$ cat config.mk
export PLATFORM = sky130hd
export DESIGN_NAME = pipe_ctrl_flat
export DESIGN_NICKNAME = d
export VERILOG_FILES = /design/src/rtl/pipe_ctrl_if.sv /design/src/rtl/pipe_ctrl.sv /design/src/flat_wrapper.sv
export SDC_FILE = /design/constraint.sdc
export NUM_CORES = 1
export LEC_CHECK = 0
export ABC_AREA = 1
export BUFFER_PORTS_ARGS = -buffer_cell sky130_fd_sc_hd__buf_2
export CORE_UTILIZATION = 40
export DETAILED_ROUTE_END_ITERATION = 6
export PLACE_DENSITY = 0.69
export SLEW_MARGIN = 20
export SYNTH_ARGS = -nofsm -noshare
export SYNTH_HDL_FRONTEND = slang
export SYNTH_SLANG_ARGS = --single-unit
$ cat constraint.sdc
create_clock -name clk -period 2.35 [get_ports clk]
set_clock_uncertainty 0.15 [all_clocks]
set_input_delay 0.47 -clock clk [delete_from_list [all_inputs] [get_ports clk]]
set_output_delay 0.47 -clock clk [all_outputs]
set_load 0.05 [all_outputs]
$ cat src/rtl/pipe_ctrl_if.sv
// Hazard/stall handshake between the pipeline sequencer and the rest of the core:
// hazard requests flow in, per-stage enable/clear strobes flow out.
interface pipe_ctrl_if;
  logic stall;
  logic flush;
  logic mem_busy;
  logic pc_en;
  logic fd_en;
  logic fd_clr;
  logic de_en;
  logic de_clr;
  logic em_en;
  logic mw_en;

  // Hazard unit / memory side: drives requests, observes strobes.
  modport master (
    output stall, flush, mem_busy,
    input  pc_en, fd_en, fd_clr, de_en, de_clr, em_en, mw_en
  );

  // Sequencer side: consumes requests, produces strobes.
  modport slave (
    input  stall, flush, mem_busy,
    output pc_en, fd_en, fd_clr, de_en, de_clr, em_en, mw_en
  );
endinterface

$ cat src/rtl/pipe_ctrl.sv
// Five-stage pipeline sequencer: turns stall/flush/mem_busy into per-stage strobes,
// remembers flushes raised during memory waits, runs a freeze watchdog and perf counters.
module pipe_ctrl #(
  parameter int CNT_W      = 32,
  parameter int WDOG_LIMIT = 64
) (
  input  logic             clk,
  input  logic             rst_n,
  pipe_ctrl_if.slave       pipe,
  output logic [CNT_W-1:0] stall_cycles,
  output logic [CNT_W-1:0] flush_count,
  output logic [CNT_W-1:0] wait_cycles,
  output logic             wdog_err
);

  localparam int WD_W = $clog2(WDOG_LIMIT);

  typedef enum logic [1:0] {
    S_RUN,
    S_WAIT,
    S_WAIT_FL
  } state_t;

  typedef enum logic [1:0] {
    D_RUN,
    D_FREEZE,
    D_FLUSH,
    D_STALL
  } decision_t;

  state_t    state, state_nxt;
  decision_t dec;
  logic      fl_eff;
  logic      frozen;
  logic [WD_W-1:0] wd_cnt;

  always_comb begin
    // NOTE: every combinational output gets a default first so no path infers a latch.
    state_nxt   = state;
    dec         = D_RUN;
    pipe.pc_en  = 1'b1;
    pipe.fd_en  = 1'b1;
    pipe.fd_clr = 1'b0;
    pipe.de_en  = 1'b1;
    pipe.de_clr = 1'b0;
    pipe.em_en  = 1'b1;
    pipe.mw_en  = 1'b1;

    fl_eff = pipe.flush | (state == S_WAIT_FL);

    if (pipe.mem_busy)  dec = D_FREEZE;
    else if (fl_eff)    dec = D_FLUSH;
    else if (pipe.stall) dec = D_STALL;

    // At most one flush is ever owed; WAIT_FL simply holds until memory is ready.
    unique case (state)
      S_RUN, S_WAIT: begin
        if (pipe.mem_busy) state_nxt = pipe.flush ? S_WAIT_FL : S_WAIT;
        else               state_nxt = S_RUN;
      end
      S_WAIT_FL: state_nxt = pipe.mem_busy ? S_WAIT_FL : S_RUN;
      default:   state_nxt = S_RUN;
    endcase

    unique case (dec)
      D_FREEZE: begin
        pipe.pc_en = 1'b0;
        pipe.fd_en = 1'b0;
        pipe.de_en = 1'b0;
        pipe.em_en = 1'b0;
        pipe.mw_en = 1'b0;
      end
      D_FLUSH: begin
        pipe.fd_clr = 1'b1;
        pipe.de_clr = 1'b1;
      end
      D_STALL: begin
        pipe.pc_en  = 1'b0;
        pipe.fd_en  = 1'b0;
        pipe.de_clr = 1'b1;
      end
      default: ;
    endcase

    // Reset holds the front of the pipe cleared and everything frozen.
    if (!rst_n) begin
      pipe.pc_en  = 1'b0;
      pipe.fd_en  = 1'b0;
      pipe.fd_clr = 1'b1;
      pipe.de_en  = 1'b0;
      pipe.de_clr = 1'b1;
      pipe.em_en  = 1'b0;
      pipe.mw_en  = 1'b0;
    end
  end

  // Only mem_busy or an applied stall hold the PC; a flush always lets it advance.
  assign frozen = (dec == D_FREEZE) || (dec == D_STALL);

  always_ff @(posedge clk) begin
    // NOTE: sequential state uses non-blocking assignments so all registers sample pre-edge values.
    if (!rst_n) begin
      state        <= S_RUN;
      stall_cycles <= '0;
      flush_count  <= '0;
      wait_cycles  <= '0;
      wd_cnt       <= '0;
      wdog_err     <= 1'b0;
    end else begin
      state <= state_nxt;

      if (dec == D_STALL && stall_cycles != '1) stall_cycles <= stall_cycles + CNT_W'(1);
      if (dec == D_FLUSH && flush_count  != '1) flush_count  <= flush_count  + CNT_W'(1);
      if (dec == D_FREEZE && wait_cycles != '1) wait_cycles  <= wait_cycles  + CNT_W'(1);

      if (frozen) begin
        if (wd_cnt == WD_W'(WDOG_LIMIT - 1)) wdog_err <= 1'b1;
        else                                 wd_cnt   <= wd_cnt + WD_W'(1);
      end else begin
        wd_cnt <= '0;
      end
    end
  end

endmodule

$ cat src/flat_wrapper.sv
// flat-port wrapper written by rule: the top's interface ports become plain ports
module pipe_ctrl_flat 
#(
  parameter int CNT_W      = 32,
  parameter int WDOG_LIMIT = 64
)
  (clk, rst_n, stall_cycles, flush_count, wait_cycles, wdog_err, pipe_stall, pipe_flush, pipe_mem_busy, pipe_pc_en, pipe_fd_en, pipe_fd_clr, pipe_de_en, pipe_de_clr, pipe_em_en, pipe_mw_en);
  pipe_ctrl_if pipe_i ();
  input  logic clk;
  input  logic rst_n;
  output logic [CNT_W-1:0] stall_cycles;
  output logic [CNT_W-1:0] flush_count;
  output logic [CNT_W-1:0] wait_cycles;
  output logic wdog_err;
  input wire logic [$bits(pipe_i.stall)-1:0] pipe_stall;
  input wire logic [$bits(pipe_i.flush)-1:0] pipe_flush;
  input wire logic [$bits(pipe_i.mem_busy)-1:0] pipe_mem_busy;
  output wire logic [$bits(pipe_i.pc_en)-1:0] pipe_pc_en;
  output wire logic [$bits(pipe_i.fd_en)-1:0] pipe_fd_en;
  output wire logic [$bits(pipe_i.fd_clr)-1:0] pipe_fd_clr;
  output wire logic [$bits(pipe_i.de_en)-1:0] pipe_de_en;
  output wire logic [$bits(pipe_i.de_clr)-1:0] pipe_de_clr;
  output wire logic [$bits(pipe_i.em_en)-1:0] pipe_em_en;
  output wire logic [$bits(pipe_i.mw_en)-1:0] pipe_mw_en;
  assign pipe_i.stall = pipe_stall;
  assign pipe_i.flush = pipe_flush;
  assign pipe_i.mem_busy = pipe_mem_busy;
  assign pipe_pc_en = pipe_i.pc_en;
  assign pipe_fd_en = pipe_i.fd_en;
  assign pipe_fd_clr = pipe_i.fd_clr;
  assign pipe_de_en = pipe_i.de_en;
  assign pipe_de_clr = pipe_i.de_clr;
  assign pipe_em_en = pipe_i.em_en;
  assign pipe_mw_en = pipe_i.mw_en;
  pipe_ctrl #(.CNT_W(CNT_W), .WDOG_LIMIT(WDOG_LIMIT)) u_core (.clk(clk), .rst_n(rst_n), .pipe(pipe_i), .stall_cycles(stall_cycles), .flush_count(flush_count), .wait_cycles(wait_cycles), .wdog_err(wdog_err));
endmodule
==> results.md, run 1 <==
- Post-Syn Nets: between 1000 and 1500
- Vias per cell: 4.88
- Most common cell after layout, fill and taps aside: nand2_1
- Top area cells in the synthesized netlist: dfxtp_1 33%, nand2_1 18%, nor2_1 14%
- DR WL/cell: 12.0 um
- Overflow after GRT: 0
- WP buf/inv: 3
- Area fraction of the dominant cell type after synthesis: 0.335
- Reg area: approximately 2100 sq um
- Via count: 6660
- CP Class: reg2out
- Area growth syn-to-layout: 17.5%
- Synthesis Warnings: 0
- Antenna cells: 0
- Post-CTS setup buffer count: 0
- Clock tree sinks: 105
- Multi-input combinational cell area: about 3600 sq um
- Drt first pass iters: 5
- Post-route setup TNS: 0 ps
- First-pass GRT wire length: 27.2 mm
- Post-synthesis sequential area ratio: 0.335
- Die area: 16200 sq um
- Peak supply drop: 0.320 mV
- Rel. slew slack: 0.628
- DRC viols: 0
- Outcome: finished, final reports clean
- Unrepaired setup endpoints after global routing: false
- Critical Path AT: roughly 1500 ps
- Largest net degree at the start of global routing: 80
- Fillers: approximately 1700
- DIE HEIGHT: 127 um
- Vias in the first global route: 5634
- Initial drt markers: slightly below 500
- Most frequent cells in the layout: 300 x nand2_1, 239 x nor2_1, 108 x buf_2, 105 x dfxtp_1, 104 x inv_1
- Final core occ: 0.483
- Core Area: around 15000 sq um
- CP Launch Type: flip-flop
- P_leak: 3.25 nW
- Die X: 127 um
- Dpl cell area: 7070 sq um
- Synthesized cell area: 6280 sq um
- Avg Inst Size Synth: 6.01 sq um
- Cts bufs inserted: 9
- CP max-delay cell: dfxtp_1
- Max Slew Vio Count: 0
- Syn Inst Count: about 1000
- Post-synthesis cell type count: 38
- Asr flop ratio synth: 0
- Post_cts resized: 0
- Ys flop type: dfxtp_1
- Slew at the pin closest to its max-slew limit: 557 ps
- Root buffer cell: clkbuf_16
- Period utilization: 0.908
- CP Data Required Time: 1730 ps
- Worst path top cell family by delay: simple AND/OR/NAND/NOR gates
- Peak Freq: 469 MHz
- Most Frequent Cell on Critical Path: nand2_1
- Crit. End Element: primary output
- Net count, final: 1159
- Clk_lat worst skew: 350 ps
- Register bit total from synthesis: between 100 and 150
- Routed Antenna Nets: 0
- Clock Path Buffers: 2
- GRT Total Usage: 0.207
- Final hold vios: 0
- Initial antenna violation count: 0
- Initial core utilization: 0.411
- Max stage delay on crit path: 370 ps
- Number of setup violations in the final report: 0
- Io pins: 109
- Cell area power density: between 400 and 500 nW/um^2
- Layout cells sized above 1: 0.145
- CTS clock-pin slew for the worst setup and hold paths: about 70 ps
- Class of the worst hold path: in2reg
- Max Cap Viol: 0
- Worst path cell trace: nand2_1, nand2_1, inv_1, nand2_1, nand2_1, clkinvlp_4, buf_2
- Std-Cell Rows: 45
- Post-CTS Hold Buffers: 0
- Routability Congestion: 0.945
- PortBufs: 108
- Tmin final: 2130 ps
- Number of synthesized flops with an enable pin: 0
- CP Max Fanout: 4
- DP HPWL: approximately 12 mm
- Routed wire length: 16.4 mm
- H-Tree Depth: 3
- Design area: ~7400 sq um
- Synth area leader: dfxtp_1
- CTS tree: yes
==> synth_stat cells (6+ instances only) <==
| cell | n |
|---|---|
| inv_1 | 105 |
| dfxtp_1 | 105 |
| nand3_1 | 78 |
| xnor2_1 | 6 |
| nand4_1 | 29 |
| buf_2 | 11 |
| a21oi_1 | 74 |
| clkbuf_1 | 10 |
| nand2_1 | 301 |
| nor2_2 | 8 |
| xor2_1 | 15 |
| o21ai_0 | 12 |
| nor2_1 | 240 |
| nor3_1 | 6 |
==> registers in the layout (all words and copies together) (netlist names) <==
register	count
u_core.flush_count	32
u_core.stall_cycles	32
u_core.wait_cycles	32
u_core.wd_cnt	6
u_core.state	2
u_core.wdog_err	1
==> layout make-up <==
type | count | area share
Sequential cell | 105 | 0.285
Inverter | 107 | 0.0551
Timing Repair Buffer | 124 | 0.0913
Multi-Input combinational cell | 803 | 0.491
Clock buffer | 12 | 0.0348
Clock inverter | 4 | 0.00696
Tap cell | 211 | 0.0358
==> worst paths after layout <==
check | startpoint | to | slack (ps) | cells past startpoint
max | u_core.state[1]$_SDFF_PN0_ | pipe_pc_en | 220 | 7
min | pipe_flush | u_core.state[0]$_SDFF_PN0_ | 160 | 2
max reg2reg | u_core.stall_cycles[0]$_SDFFE_PN0P_ | u_core.stall_cycles[11]$_SDFFE_PN0P_ | 310 | 9
min reg2reg | u_core.state[0]$_SDFF_PN0_ | u_core.state[1]$_SDFF_PN0_ | 300 | 1
==> report_power, final <==
part / switching (mW) / internal [mW]
sequential: 0.0222 / 1.80
combinational: 0.186 / 0.0624
clock: 0.691 / 0.886
==> per-layer routing <==
layer,up-vias,routed length [um],track usage
met5,-,0,0
met4,0,159,0.0406
met3,14,794,0.0448
met2,160,7470,0.335
met1,2984,8020,0.284
li1,3502,-,-
==> cells by family (layout without fill, tap and decap cells) <==
logic type                 Yosys count  after routing  synth area share
AOI/OAI and AO/OA                   95             95            0.0787
xor gates and xnor gates            21             21            0.0293
adders and majority gates            4              4           0.00797
buffers and inverters              137            247            0.0897
DFF                                105            105             0.335
and+or+nand+nor                    683            683             0.459
==> metrics by stage <==
step	power [mW]	instances	setup WS [ps]	hold WS, ps
after global placement	2.11	1350	281	281
after CTS	3.70	1366	172	151
after detailed placement	2.11	1350	237	280
after global routing	3.80	1366	42.9	165
after floorplan	2.05	1045	8.24	261
final	3.64	1366	216	162
No activity file was read; power rests on OpenSTA's default activity.
==> run 2: changes to the inputs <==
CORE_ASPECT_RATIO = 1.25   (was unset)
CTS_BUF_LIST = sky130_fd_sc_hd__clkbuf_8   (was unset)
SETUP_SLACK_MARGIN = 0.05   (was unset)
==> run 2 against run 1 <==
Net effect: total power decreased by 10%; cell area decreased by 1.0%; largest cell class unchanged; critical path depth decreased by 2.
==> results.md, run 2 (same netlist as run 1, synthesis figures left out) <==
- Outcome: finished, final reports clean
- Internal power: 2.41 mW (-12%)
- Sequential fraction of design power: 0.557 (+0.058)
- DIE HEIGHT: 142 um (+12%)
- Tmin final: 2150 ps (+15.7 ps)
- Flop-to-flop setup slack: 260 ps (-50 ps)
- PortBufs: 108 (unchanged)
- Routed Antenna Nets: 0 (unchanged)
- Overflow after GRT: 0 (unchanged)
- Antenna cells: 0 (unchanged)
- Cts bufs inserted: 9 (unchanged)
- Core Area: 15100 sq um (-0.78%)
- RR Endpoint: u_core.flush_count[26]$_SDFFE_PN0P_
- Fillers: 1679 (+0.84%)
- Vias in the first global route: 5906 (+4.8%)
- Initial antenna violation count: 0 (unchanged)
- CP Max Fanout: 10 (+6)
- Period utilization: 0.915 (+0.00669)
- CP Data Required Time: 1730 ps (about the same)
- Max Cap Viol: 0 (unchanged)
- H-Tree Depth: 3 (unchanged)
- Root buffer cell: clkbuf_8
- Clock network power share: 0.368 (-0.065)
- Final hold vios: 0 (unchanged)
- Cell area power density: 448 nW/um^2 (-9.4%)
- Routed wire length: 16.9 mm (+3.0%)
- Hold EP: u_core.state[0]$_SDFF_PN0_
- Post-route setup TNS: 0 ps (unchanged)
- Initial core utilization: 0.415 (+0.00323)
- CTS clock-pin slew for the worst setup and hold paths: 100 ps (+30 ps)
- Max stage delay on crit path: 380 ps (about the same)
- Reg area: 2100 sq um (unchanged)
- Std-Cell Rows: 50 (+11%)
- Combinational power share: 0.076 (+0.008)
- Initial drt markers: 402 (-16%)
- Critical Path AT: 1530 ps (+20 ps)
- First-pass GRT wire length: 27.8 mm (+2.1%)
- Most Frequent Cell on Critical Path: nand2_1
- Max Slew Vio Count: 0 (unchanged)
- Most common cell after layout, fill and taps aside: nand2_1
- Via count: 6685 (+0.38%)
- Net count, final: 1162 (+0.26%)
- Hold path depth: 2 (unchanged)
- Clk_lat worst skew: 390 ps (+40 ps)
- DRC viols: 0 (unchanged)
- Layout cells sized above 1: 0.147 (+0.00222)
- Crit. End Element: primary output
- Largest regs: u_core.flush_count: 32 flops, u_core.stall_cycles: 32 flops, u_core.wait_cycles: 32 flops
- Drt first pass iters: 5 (unchanged)
- R2R Path Start: u_core.flush_count[1]$_SDFFE_PN0P_
- P_leak: 3.24 nW (-0.26%)
- Clock Path Buffers: 2 (unchanged)
- GRT Total Usage: 0.214 (+0.00729)
- Largest net degree at the start of global routing: 37 (-54%)
- Sw Ratio: 0.263 (+0.0166)
- Unrepaired setup endpoints after global routing: false
- CTS tree: yes
- Die area: 16200 sq um (about the same)
- Routability Congestion: 0.885 (-6.3%)
- Number of setup violations in the final report: 0 (unchanged)
- CP Class: reg2out
- Die X: 114 um (-10%)
- Class of the worst hold path: in2reg
- Io pins: 109 (unchanged)
- Peak Freq: 465 MHz (-0.73%)
- Peak supply drop: 0.198 mV (-38%)
- Placed cells: 1349 (-0.074%)
- Most frequent cells in the layout: 300 x nand2_1, 239 x nor2_1, 105 x inv_1, 105 x buf_2, 105 x dfxtp_1
- Multi-input combinational cell area: 3640 sq um (+0.55%)
- Vias per cell: 4.89 (+0.38%)
- CP Launch Type: flip-flop
- R2R depth: 10 (+1)
- Slew at the pin closest to its max-slew limit: 509 ps (-47.6 ps)
- Hold path start: pipe_flush
- Rel. slew slack: 0.660 (+0.0318)
- Net switching power: 861 uW (-4.3%)
- Worst path cell trace: nand2_1, nand2_1, nand2_2, nand2_1, buf_2
- Area growth syn-to-layout: 16.3%
- CP max-delay cell: dfxtp_1
- Post-CTS Hold Buffers: 0 (unchanged)
- Final std cells w/o fill: 1366 (unchanged)
- Crit path from: u_core.state[1]$_SDFF_PN0_
- DR WL/cell: 12.4 um (+3.0%)
- Clock tree sinks: 105 (unchanged)
- DP HPWL: 12.8 mm (+3.5%)
-- run 2: per-stage QoR --
| stage | instance area [sq um] | power, mW | setup slack [ps] | hold slack, ps | utilization |
|---|---|---|---|---|---|
| 6_report | 7300 | 3.27 | 201 | 118 | 0.482 |
| 5_1_grt | 7300 | 3.41 | 50.5 | 105 | 0.482 |
| 4_1_cts | 7270 | 3.31 | 105 | 95.6 | 0.480 |
| 3_5_place_dp | 7060 | 2.11 | 247 | 274 | 0.467 |
| 3_3_place_gp | 7060 | 2.11 | 239 | 269 | 0.467 |
| 2_1_floorplan | 6290 | 2.05 | 105 | 261 | - |
-- run 2: what timing repair did --
| item | CTS | global route |
|---|---|---|
| endpoints found under the setup margin | 0 | 13 |
| resized for setup | 0 | 5 |
| buffers inserted | 0 | 0 |
| hold endpoints to repair | 0 | 0 |
-- run 2: critical path: cells and delay by family, from the launching register on --
kind,cells,cell delay (ps)
simple gates,4,490
buf+inv,1,260
flops,1,380
-- run 2: how the worst max path moves through the flow --
stage,slack (ps),cells after the start,endpoint
5_1_grt,50,5,pipe_fd_clr
2_1_floorplan,110,6,pipe_pc_en
3_3_place_gp,240,9,u_core.stall_cycles[28]$_SDFFE_PN0P_
4_1_cts,100,7,pipe_fd_en
6_report,200,5,pipe_fd_clr
3_5_place_dp,250,9,u_core.stall_cycles[28]$_SDFFE_PN0P_
-- run 2: layout make-up --
class                      count  area share
clock buffer                  11      0.0207
clock inverter                 5     0.00754
inverter                     107      0.0557
multi-input combinational    804       0.499
sequential                   105       0.288
tap                          208      0.0356
timing repair buffer         126      0.0936
-- run 2: power by group through the flow --
| stage | Combinational [mW] | Sequential (mW) | Clock, mW |
|---|---|---|---|
| after detailed placement | 0.249 | 1.86 | 0 |
| after floorplan | 0.150 | 1.90 | 0 |
| after CTS | 0.250 | 1.82 | 1.24 |
| after global placement | 0.247 | 1.86 | 0 |
| final | 0.247 | 1.82 | 1.20 |
| after global routing | 0.272 | 1.82 | 1.32 |
-- run 2: layer usage --
metal | track usage | wire (um) | vias up
met5 | 0 | 0 | -
met4 | 0.0916 | 368 | 0
li1 | - | - | 3505
met1 | 0.262 | 7470 | 2994
met2 | 0.373 | 8290 | 162
met3 | 0.0324 | 813 | 24
